**src/rtl/rv32i_instr_encoder_pkg.sv**
```systemverilog
// Shared opcodes, immediate bounds and the word format for the RV32I instruction encoder.
// ENC_CSR_EN enables the CSR-immediate (SYSTEM) format; without it opcode 115 is rejected.
package rv32i_instr_encoder_pkg;

  localparam logic [6:0] OP_LOAD   = 7'd3;
  localparam logic [6:0] OP_IMM    = 7'd19;
  localparam logic [6:0] OP_STORE  = 7'd35;
  localparam logic [6:0] OP_BRANCH = 7'd99;
  localparam logic [6:0] OP_JAL    = 7'd111;
  localparam logic [6:0] OP_SYSTEM = 7'd115;
  localparam logic [6:0] OP_R      = 7'd51;

  localparam logic [31:0] NOP_INSTR = 32'h0000_0013;

  localparam int signed I_IMM_MIN = -2048;
  localparam int signed I_IMM_MAX = 2047;
  localparam int signed S_IMM_MIN = -2048;
  localparam int signed S_IMM_MAX = 2047;
  localparam int signed B_IMM_MIN = -4096;
  localparam int signed B_IMM_MAX = 4094;
  localparam int signed J_IMM_MIN = -1048576;
  localparam int signed J_IMM_MAX = 1048574;
  localparam logic [31:0] CSR_ZIMM_MAX = 32'd31;

  localparam int ENC_W = 33;

  typedef enum logic [2:0] {
    FMT_I,
    FMT_S,
    FMT_B,
    FMT_J,
    FMT_R,
    FMT_CSR,
    FMT_BAD
  } fmt_e;

  typedef struct packed {
    logic        err;
    logic [31:0] instr;
  } enc_word_t;

  function automatic fmt_e op_to_fmt(input logic [6:0] op);
    case (op)
      OP_LOAD, OP_IMM: return FMT_I;
      OP_STORE:        return FMT_S;
      OP_BRANCH:       return FMT_B;
      OP_JAL:          return FMT_J;
      OP_R:            return FMT_R;
`ifdef ENC_CSR_EN
      OP_SYSTEM:       return FMT_CSR;
`endif
      default:         return FMT_BAD;
    endcase
  endfunction

endpackage

```
**src/rtl/rv32i_instr_encoder_if.sv**
```systemverilog
// Request and result handshake bundle of the RV32I instruction encoder.
interface rv32i_instr_encoder_if;

  logic        in_valid;
  logic        in_ready;
  logic [6:0]  in_op;
  logic [4:0]  in_rd;
  logic [4:0]  in_rs1;
  logic [4:0]  in_rs2;
  logic [2:0]  in_funct3;
  logic [6:0]  in_funct7;
  logic [31:0] in_imm;
  logic        out_valid;
  logic        out_ready;
  logic [31:0] out_instr;
  logic        out_err;

  modport slave (
    input  in_valid, in_op, in_rd, in_rs1, in_rs2, in_funct3, in_funct7, in_imm,
    output in_ready,
    output out_valid, out_instr, out_err,
    input  out_ready
  );

  modport master (
    output in_valid, in_op, in_rd, in_rs1, in_rs2, in_funct3, in_funct7, in_imm,
    input  in_ready,
    input  out_valid, out_instr, out_err,
    output out_ready
  );

endinterface

```
**src/rtl/rv32i_instr_encoder_enc_fifo.sv**
```systemverilog
// Synchronous show-ahead FIFO with full/empty flags; DEPTH must be a power of two.
module enc_fifo #(
  parameter int DEPTH = 4,
  parameter int WIDTH = 33
) (
  input  logic             clk,
  input  logic             rst,
  input  logic             push,
  input  logic [WIDTH-1:0] wdata,
  input  logic             pop,
  output logic [WIDTH-1:0] rdata,
  output logic             full,
  output logic             empty
);

  localparam int PTR_W = $clog2(DEPTH);
  localparam int CNT_W = $clog2(DEPTH + 1);
  localparam logic [PTR_W-1:0] PTR_ONE  = PTR_W'(1);
  localparam logic [CNT_W-1:0] CNT_ONE  = CNT_W'(1);
  localparam logic [CNT_W-1:0] CNT_FULL = CNT_W'(DEPTH);

  logic [WIDTH-1:0] mem_q [DEPTH];
  logic [PTR_W-1:0] wr_ptr_q, wr_ptr_d;
  logic [PTR_W-1:0] rd_ptr_q, rd_ptr_d;
  logic [CNT_W-1:0] count_q, count_d;
  logic             do_push, do_pop;

  assign full    = (count_q == CNT_FULL);
  assign empty   = (count_q == '0);
  assign do_push = push & ~full;
  assign do_pop  = pop & ~empty;
  assign rdata   = mem_q[rd_ptr_q];

  always_comb begin
    wr_ptr_d = wr_ptr_q;
    rd_ptr_d = rd_ptr_q;
    count_d  = count_q;
    if (do_push) wr_ptr_d = wr_ptr_q + PTR_ONE;
    if (do_pop)  rd_ptr_d = rd_ptr_q + PTR_ONE;
    case ({do_push, do_pop})
      2'b10:   count_d = count_q + CNT_ONE;
      2'b01:   count_d = count_q - CNT_ONE;
      default: count_d = count_q;
    endcase
  end

  always_ff @(posedge clk) begin
    if (rst) begin
      wr_ptr_q <= '0;
      rd_ptr_q <= '0;
      count_q  <= '0;
    end else begin
      wr_ptr_q <= wr_ptr_d;
      rd_ptr_q <= rd_ptr_d;
      count_q  <= count_d;
    end
  end

  // Storage needs no reset: empty flag gates every read.
  always_ff @(posedge clk) begin
    if (do_push) mem_q[wr_ptr_q] <= wdata;
  end

endmodule

```
**src/rtl/rv32i_instr_encoder.sv**
```systemverilog
// Packs opcode, register fields and a signed immediate into one RV32I word, with a check
// stage, output FIFO and saturating reject counter. ENC_CSR_EN adds the CSR-immediate format.
module rv32i_instr_encoder
  import rv32i_instr_encoder_pkg::*;
#(
  parameter int DEPTH = 4,
  parameter int CNT_W = 16
) (
  input  logic                  clk,
  input  logic                  rst,
  rv32i_instr_encoder_if.slave  bus,
  output logic [CNT_W-1:0]      err_cnt,
  output logic                  busy
);

  localparam logic [CNT_W-1:0] ERR_ONE = CNT_W'(1);

  fmt_e               fmt;
  logic [31:0]        imm;
  logic signed [31:0] imm_s;
  logic [31:0]        raw_instr;
  logic               enc_err;
  enc_word_t          enc_word;

  logic               s1_valid_q, s1_valid_d;
  enc_word_t          s1_word_q, s1_word_d;
  logic [CNT_W-1:0]   err_cnt_q, err_cnt_d;

  logic               accept;
  logic               fifo_push, fifo_pop, fifo_full, fifo_empty;
  logic [ENC_W-1:0]   fifo_rdata;
  enc_word_t          fifo_word;

  assign fmt   = op_to_fmt(bus.in_op);
  assign imm   = bus.in_imm;
  assign imm_s = $signed(bus.in_imm);

  always_comb begin
    raw_instr = NOP_INSTR;
    enc_err   = 1'b0;
    case (fmt)
      FMT_I: begin
        raw_instr = {imm[11:0], bus.in_rs1, bus.in_funct3, bus.in_rd, bus.in_op};
        enc_err   = (imm_s < I_IMM_MIN) || (imm_s > I_IMM_MAX);
      end
      FMT_S: begin
        raw_instr = {imm[11:5], bus.in_rs2, bus.in_rs1, bus.in_funct3, imm[4:0], bus.in_op};
        enc_err   = (imm_s < S_IMM_MIN) || (imm_s > S_IMM_MAX);
      end
      FMT_B: begin
        raw_instr = {imm[12], imm[10:5], bus.in_rs2, bus.in_rs1, bus.in_funct3,
                     imm[4:1], imm[11], bus.in_op};
        enc_err   = (imm_s < B_IMM_MIN) || (imm_s > B_IMM_MAX) || imm[0];
      end
      FMT_J: begin
        raw_instr = {imm[20], imm[10:1], imm[11], imm[19:12], bus.in_rd, bus.in_op};
        enc_err   = (imm_s < J_IMM_MIN) || (imm_s > J_IMM_MAX) || imm[0];
      end
      FMT_R: begin
        raw_instr = {bus.in_funct7, bus.in_rs2, bus.in_rs1, bus.in_funct3, bus.in_rd, bus.in_op};
      end
      // Only the immediate CSR forms (funct3 5..7) carry a zimm in the rs1 slot.
      FMT_CSR: begin
        raw_instr = {bus.in_funct7, bus.in_rs2, imm[4:0], bus.in_funct3, bus.in_rd, bus.in_op};
        enc_err   = (imm > CSR_ZIMM_MAX) || (bus.in_funct3 < 3'd5);
      end
      default: enc_err = 1'b1;
    endcase
    enc_word.err   = enc_err;
    enc_word.instr = enc_err ? NOP_INSTR : raw_instr;
  end

  // Ready depends only on registered occupancy, so a pop never frees a slot the same cycle.
  assign bus.in_ready = ~s1_valid_q | ~fifo_full;
  assign accept       = bus.in_valid & bus.in_ready;
  assign fifo_push    = s1_valid_q & ~fifo_full;
  assign fifo_pop     = bus.out_ready & ~fifo_empty;

  always_comb begin
    s1_valid_d = s1_valid_q;
    s1_word_d  = s1_word_q;
    err_cnt_d  = err_cnt_q;
    if (accept) begin
      s1_valid_d = 1'b1;
      s1_word_d  = enc_word;
    end else if (fifo_push) begin
      s1_valid_d = 1'b0;
    end
    if (accept && enc_word.err && (err_cnt_q != '1)) err_cnt_d = err_cnt_q + ERR_ONE;
  end

  always_ff @(posedge clk) begin
    if (rst) begin
      s1_valid_q <= 1'b0;
      s1_word_q  <= '0;
      err_cnt_q  <= '0;
    end else begin
      s1_valid_q <= s1_valid_d;
      s1_word_q  <= s1_word_d;
      err_cnt_q  <= err_cnt_d;
    end
  end

  enc_fifo #(
    .DEPTH (DEPTH),
    .WIDTH (ENC_W)
  ) u_fifo (
    .clk   (clk),
    .rst   (rst),
    .push  (fifo_push),
    .wdata (s1_word_q),
    .pop   (fifo_pop),
    .rdata (fifo_rdata),
    .full  (fifo_full),
    .empty (fifo_empty)
  );

  assign fifo_word     = enc_word_t'(fifo_rdata);
  assign bus.out_valid = ~fifo_empty;
  assign bus.out_instr = fifo_empty ? 32'h0 : fifo_word.instr;
  assign bus.out_err   = ~fifo_empty & fifo_word.err;
  assign err_cnt       = err_cnt_q;
  assign busy          = s1_valid_q | ~fifo_empty;

endmodule

```
**src/flat_wrapper.sv**
```systemverilog
// flat-port wrapper written by rule: the top's interface ports become plain ports
module rv32i_instr_encoder_flat import rv32i_instr_encoder_pkg::*;
#(
  parameter int DEPTH = 4,
  parameter int CNT_W = 16
)
  (clk, rst, err_cnt, busy, bus_in_valid, bus_in_op, bus_in_rd, bus_in_rs1, bus_in_rs2, bus_in_funct3, bus_in_funct7, bus_in_imm, bus_in_ready, bus_out_valid, bus_out_instr, bus_out_err, bus_out_ready);
  rv32i_instr_encoder_if bus_i ();
  input  logic clk;
  input  logic rst;
  output logic [CNT_W-1:0] err_cnt;
  output logic busy;
  input wire logic [$bits(bus_i.in_valid)-1:0] bus_in_valid;
  input wire logic [$bits(bus_i.in_op)-1:0] bus_in_op;
  input wire logic [$bits(bus_i.in_rd)-1:0] bus_in_rd;
  input wire logic [$bits(bus_i.in_rs1)-1:0] bus_in_rs1;
  input wire logic [$bits(bus_i.in_rs2)-1:0] bus_in_rs2;
  input wire logic [$bits(bus_i.in_funct3)-1:0] bus_in_funct3;
  input wire logic [$bits(bus_i.in_funct7)-1:0] bus_in_funct7;
  input wire logic [$bits(bus_i.in_imm)-1:0] bus_in_imm;
  output wire logic [$bits(bus_i.in_ready)-1:0] bus_in_ready;
  output wire logic [$bits(bus_i.out_valid)-1:0] bus_out_valid;
  output wire logic [$bits(bus_i.out_instr)-1:0] bus_out_instr;
  output wire logic [$bits(bus_i.out_err)-1:0] bus_out_err;
  input wire logic [$bits(bus_i.out_ready)-1:0] bus_out_ready;
  assign bus_i.in_valid = bus_in_valid;
  assign bus_i.in_op = bus_in_op;
  assign bus_i.in_rd = bus_in_rd;
  assign bus_i.in_rs1 = bus_in_rs1;
  assign bus_i.in_rs2 = bus_in_rs2;
  assign bus_i.in_funct3 = bus_in_funct3;
  assign bus_i.in_funct7 = bus_in_funct7;
  assign bus_i.in_imm = bus_in_imm;
  assign bus_in_ready = bus_i.in_ready;
  assign bus_out_valid = bus_i.out_valid;
  assign bus_out_instr = bus_i.out_instr;
  assign bus_out_err = bus_i.out_err;
  assign bus_i.out_ready = bus_out_ready;
  rv32i_instr_encoder #(.DEPTH(DEPTH), .CNT_W(CNT_W)) u_core (.clk(clk), .rst(rst), .bus(bus_i), .err_cnt(err_cnt), .busy(busy));
endmodule
```
**config.mk**
```make
export PLATFORM = sky130hd
export DESIGN_NAME = rv32i_instr_encoder_flat
export DESIGN_NICKNAME = d
export VERILOG_FILES = /design/src/rtl/rv32i_instr_encoder_pkg.sv /design/src/rtl/rv32i_instr_encoder_if.sv /design/src/rtl/rv32i_instr_encoder_enc_fifo.sv /design/src/rtl/rv32i_instr_encoder.sv /design/src/flat_wrapper.sv
export SDC_FILE = /design/constraint.sdc
export NUM_CORES = 1
export LEC_CHECK = 0
export BUFFER_PORTS_ARGS = -buffer_cell sky130_fd_sc_hd__buf_2
export CAP_MARGIN = 20
export CELL_PAD_IN_SITES_DETAIL_PLACEMENT = 1
export CELL_PAD_IN_SITES_GLOBAL_PLACEMENT = 2
export CORE_ASPECT_RATIO = 0.75
export CORE_MARGIN = 2
export CORE_UTILIZATION = 40
export CTS_CLUSTER_DIAMETER = 200
export DETAILED_ROUTE_END_ITERATION = 6
export GPL_ROUTABILITY_DRIVEN = 0
export PLACE_DENSITY = 0.78
export SLEW_MARGIN = 40
export SYNTH_ARGS = -nofsm -noshare
export SYNTH_HDL_FRONTEND = slang
export SYNTH_SLANG_ARGS = --single-unit
export TNS_END_PERCENT = 20
```
**constraint.sdc**
```tcl
create_clock -name clk -period 3.1 [get_ports clk]
set_clock_uncertainty 0.1 [all_clocks]
set_input_delay 0.31 -clock clk [delete_from_list [all_inputs] [get_ports clk]]
set_output_delay 0.31 -clock clk [all_outputs]
set_load 0.02 [all_outputs]
```
==> impl_metrics.ini <==
[worst_setup_path]
critPathKind = reg -> out
critical-path-max-stage-delay_ps = 600
critPathRequiredTime_ps = 2690
cp_slowest_cell = dfxtp_2
critPathLaunchType = flip-flop
path_max_fanout = 11
crit_chain = buf_4, mux4_2, and2_1, buf_2
crit_path_end_kind = output pin
cp_data_arrival_time_ps = 2230

[yosys]
synth_seq_cells = 191
ys_warn_count = 0
syn_inst = 555
synthTopCellsByArea = edfxtp_1 (50%), dfxtp_1 (15%), mux4_2 (9.3%)
ys_seq_area_share_pct = 64.7
synthesis.area_um2 = 7950
ys_async_sr_fraction_pct = 0
yosys.area.top_type = edfxtp_1
ys_types = 50
synth.avg_cell_area_um2 = 14.3
synth_edf_count = 132
synth_flop_cell = edfxtp_1
syn-num-nets = 630
netlist.area_leader.share_pct = 49.8

[clock_network]
cts_root_buf = clkbuf_16
cts_resized = 0
clk_latency_ps = 430
cts_setup_buffers = 0
cts_tree = yes
cts_buffers = 17
hold_buffers = 0
ctsLongestPathBuffers = 2
cts.sinks = 191
cts.clk_slew.worst_paths_ps = 70
htreeDepth = 4

[floorplan]
fp.coreArea_um2 = 19400
rows = 44
start_util_pct = 40.9
io_pins = 120
die_x_um = 167
die_area_um2 = 21000
die_h_um = 126

[sta]
tightest_slew_ps = 753
max_freq_mhz = 379
rsz0062_at_grt = no
fin_tns_setup_ps = 0
hold_viol = 0
finalMaxSlewViolations = 0
slew_headroom_pct = 49.7
holdWs_ps = 60.5
post-route-period-util_pct = 85.0
period_needed_ps = 2640
setup_viol = 0

[routing]
viasPerCell = 5.45
postRouteAntennaNets = 0
wl_per_cell_um = 20.3
firstDrtPassIters = 4
wl_um = 19300
vias = 5178
drtIter0Drc = 298
drc_errors = 0

[layout]
drive_gt1_share_pct = 34.3
final_nets = 759
antennaDiodeCount = 0
area_delta_synth_final_pct = 19.1
fillers = 1979

[run]
cap_violations = 0

[global_routing]
grt.overflow.total = 0
gr-usage-all-layers_pct = 19.0
grt_start_max_net_pins = 36
antenna_found_initial = 1
grt_pass1_vias = 5378
grt_pass1_wl_um = 30400

[power]
power_leakage_nw = 3.46
power_density_nw_per_um2 = 706
peakVddDrop_mv = 0.294

[outcome]
status = completed

[placement]
io_buffers = 119
hpwl_um = 13400

[worst_hold_path]
hold_class = in -> reg
[cell families (layout without fill, tap and decap cells)]
group | Yosys count | after routing | synth area share [%]
flip-flops | 191 | 191 | 64.7
AND/OR/NAND/NOR | 176 | 176 | 12.0
AO/OA/AOI/OAI | 100 | 100 | 9.06
multiplexers | 39 | 39 | 10.2
buffers and inverters | 37 | 179 | 2.28
adder cells (fa/ha/maj) | 7 | 7 | 1.20
XOR/XNOR | 5 | 5 | 0.551
[synth_stat cells (2+ instances only)]
| master | instances |
|---|---|
| inv_1 | 9 |
| nor3_1 | 6 |
| a211oi_1 | 3 |
| nand4_1 | 10 |
| and2_1 | 39 |
| or4_1 | 8 |
| mux4_2 | 33 |
| or2_2 | 2 |
| nor2_1 | 28 |
| nor4_1 | 6 |
| mux2_2 | 6 |
| a21oi_1 | 18 |
| a31oi_1 | 2 |
| or3_1 | 5 |
| nand2_1 | 35 |
| and4_1 | 3 |
| nor2b_1 | 7 |
| clkbuf_1 | 20 |
| o21ai_0 | 10 |
| buf_2 | 2 |
| o21ai_2 | 20 |
| buf_12 | 2 |
| edfxtp_1 | 132 |
| xnor2_1 | 2 |
| ha_1 | 6 |
| dfxtp_1 | 59 |
| a22oi_1 | 23 |
| buf_1 | 3 |
| nand3_1 | 16 |
| o31ai_1 | 10 |
| a22o_1 | 3 |
| xor2_1 | 3 |
| and3_1 | 7 |
[cells in the final DEF, fill, tap and decap left out, types with 16 or more instances in the layout]
master and n:
clkbuf_16 17, and2_1 39, dfxtp_1 58, a22oi_1 23, mux4_2 33, buf_2 119
o21ai_2 20, edfxtp_1 132, nand2_1 35, nand3_1 16, a21oi_1 18, buf_4 17
nor2_1 27
[stage by stage]
| step | utilization (%) | setup slack (ps) | instances | power, W | cell area (µm²) |
|---|---|---|---|---|---|
| 4_1_cts | 48.7 | 391 | 950 | 0.00677 | 9460 |
| 3_5_place_dp | 45.7 | 279 | 918 | 0.00464 | 8890 |
| 6_report | 48.7 | 465 | 950 | 0.00668 | 9470 |
| 5_1_grt | 48.7 | 289 | 950 | 0.00698 | 9470 |
| 3_3_place_gp | 45.7 | 425 | 918 | 0.00461 | 8890 |
| 2_1_floorplan | - | 603 | 555 | 0.00404 | 7950 |
[routing by layer]
| layer | vias up | share of wire [%] | GRT usage (%) | wire [µm] |
|---|---|---|---|---|
| met3 | 15 | 5.2 | 4.24 | 1000 |
| li1 | 2413 | - | - | - |
| met4 | 2 | 1.0 | 5.17 | 201 |
| met1 | 2609 | 47 | 26.4 | 9060 |
| met2 | 139 | 47 | 30.5 | 9040 |
| met5 | - | 0.062 | 0 | 12 |
[worst max-delay path, delay by kind of cell (launching register included)]
family                 cells  cell delay (ps)
flip-flops                 1              600
multiplexers               1              520
buffers and inverters      2              470
AND/OR/NAND/NOR            1              190
[area by class of cell]
cell class,count,area [µm²],share of cell area (%)
flip-flops and latches,191,5150,54.3
multi-input cells,327,2640,27.8
repair buffers,138,763,8.06
clock buffers,17,425,4.49
well taps,253,317,3.34
clock inverters,15,149,1.57
inverters,9,33.8,0.357
[power by group]
part | internal (W) | total [W] | leakage (nW) | switching [W]
registers | 0.00281 | 0.00290 | 1.75 | 0.0000885
clock network | 0.00113 | 0.00214 | 0.285 | 0.00100
logic | 0.000687 | 0.00164 | 1.43 | 0.000953
[state kept, by name (all words and copies together) (netlist names), named ones only]
name                    cells
u_core.u_fifo.wr_ptr_q      2
u_core.u_fifo.rd_ptr_q      2
u_core.u_fifo.count_q       3
u_core.s1_word_q           33
u_core.err_cnt             16
u_core.s1_valid_q           1
u_core.u_fifo.mem_q       132
[path summary, 6_finish.rpt]
check	from	slack, ps	endpoint	cells past startpoint
max	flip-flop	460	bus_out_instr[12]	4
min	bus_in_valid	60	u_core.s1_valid_q	3
max reg2reg	u_core.err_cnt[3]	550	u_core.err_cnt[3]	7
min reg2reg	u_core.s1_word_q[14]	410	u_core.s1_word_q[14]	2
(Power assumes the default switching activity.)
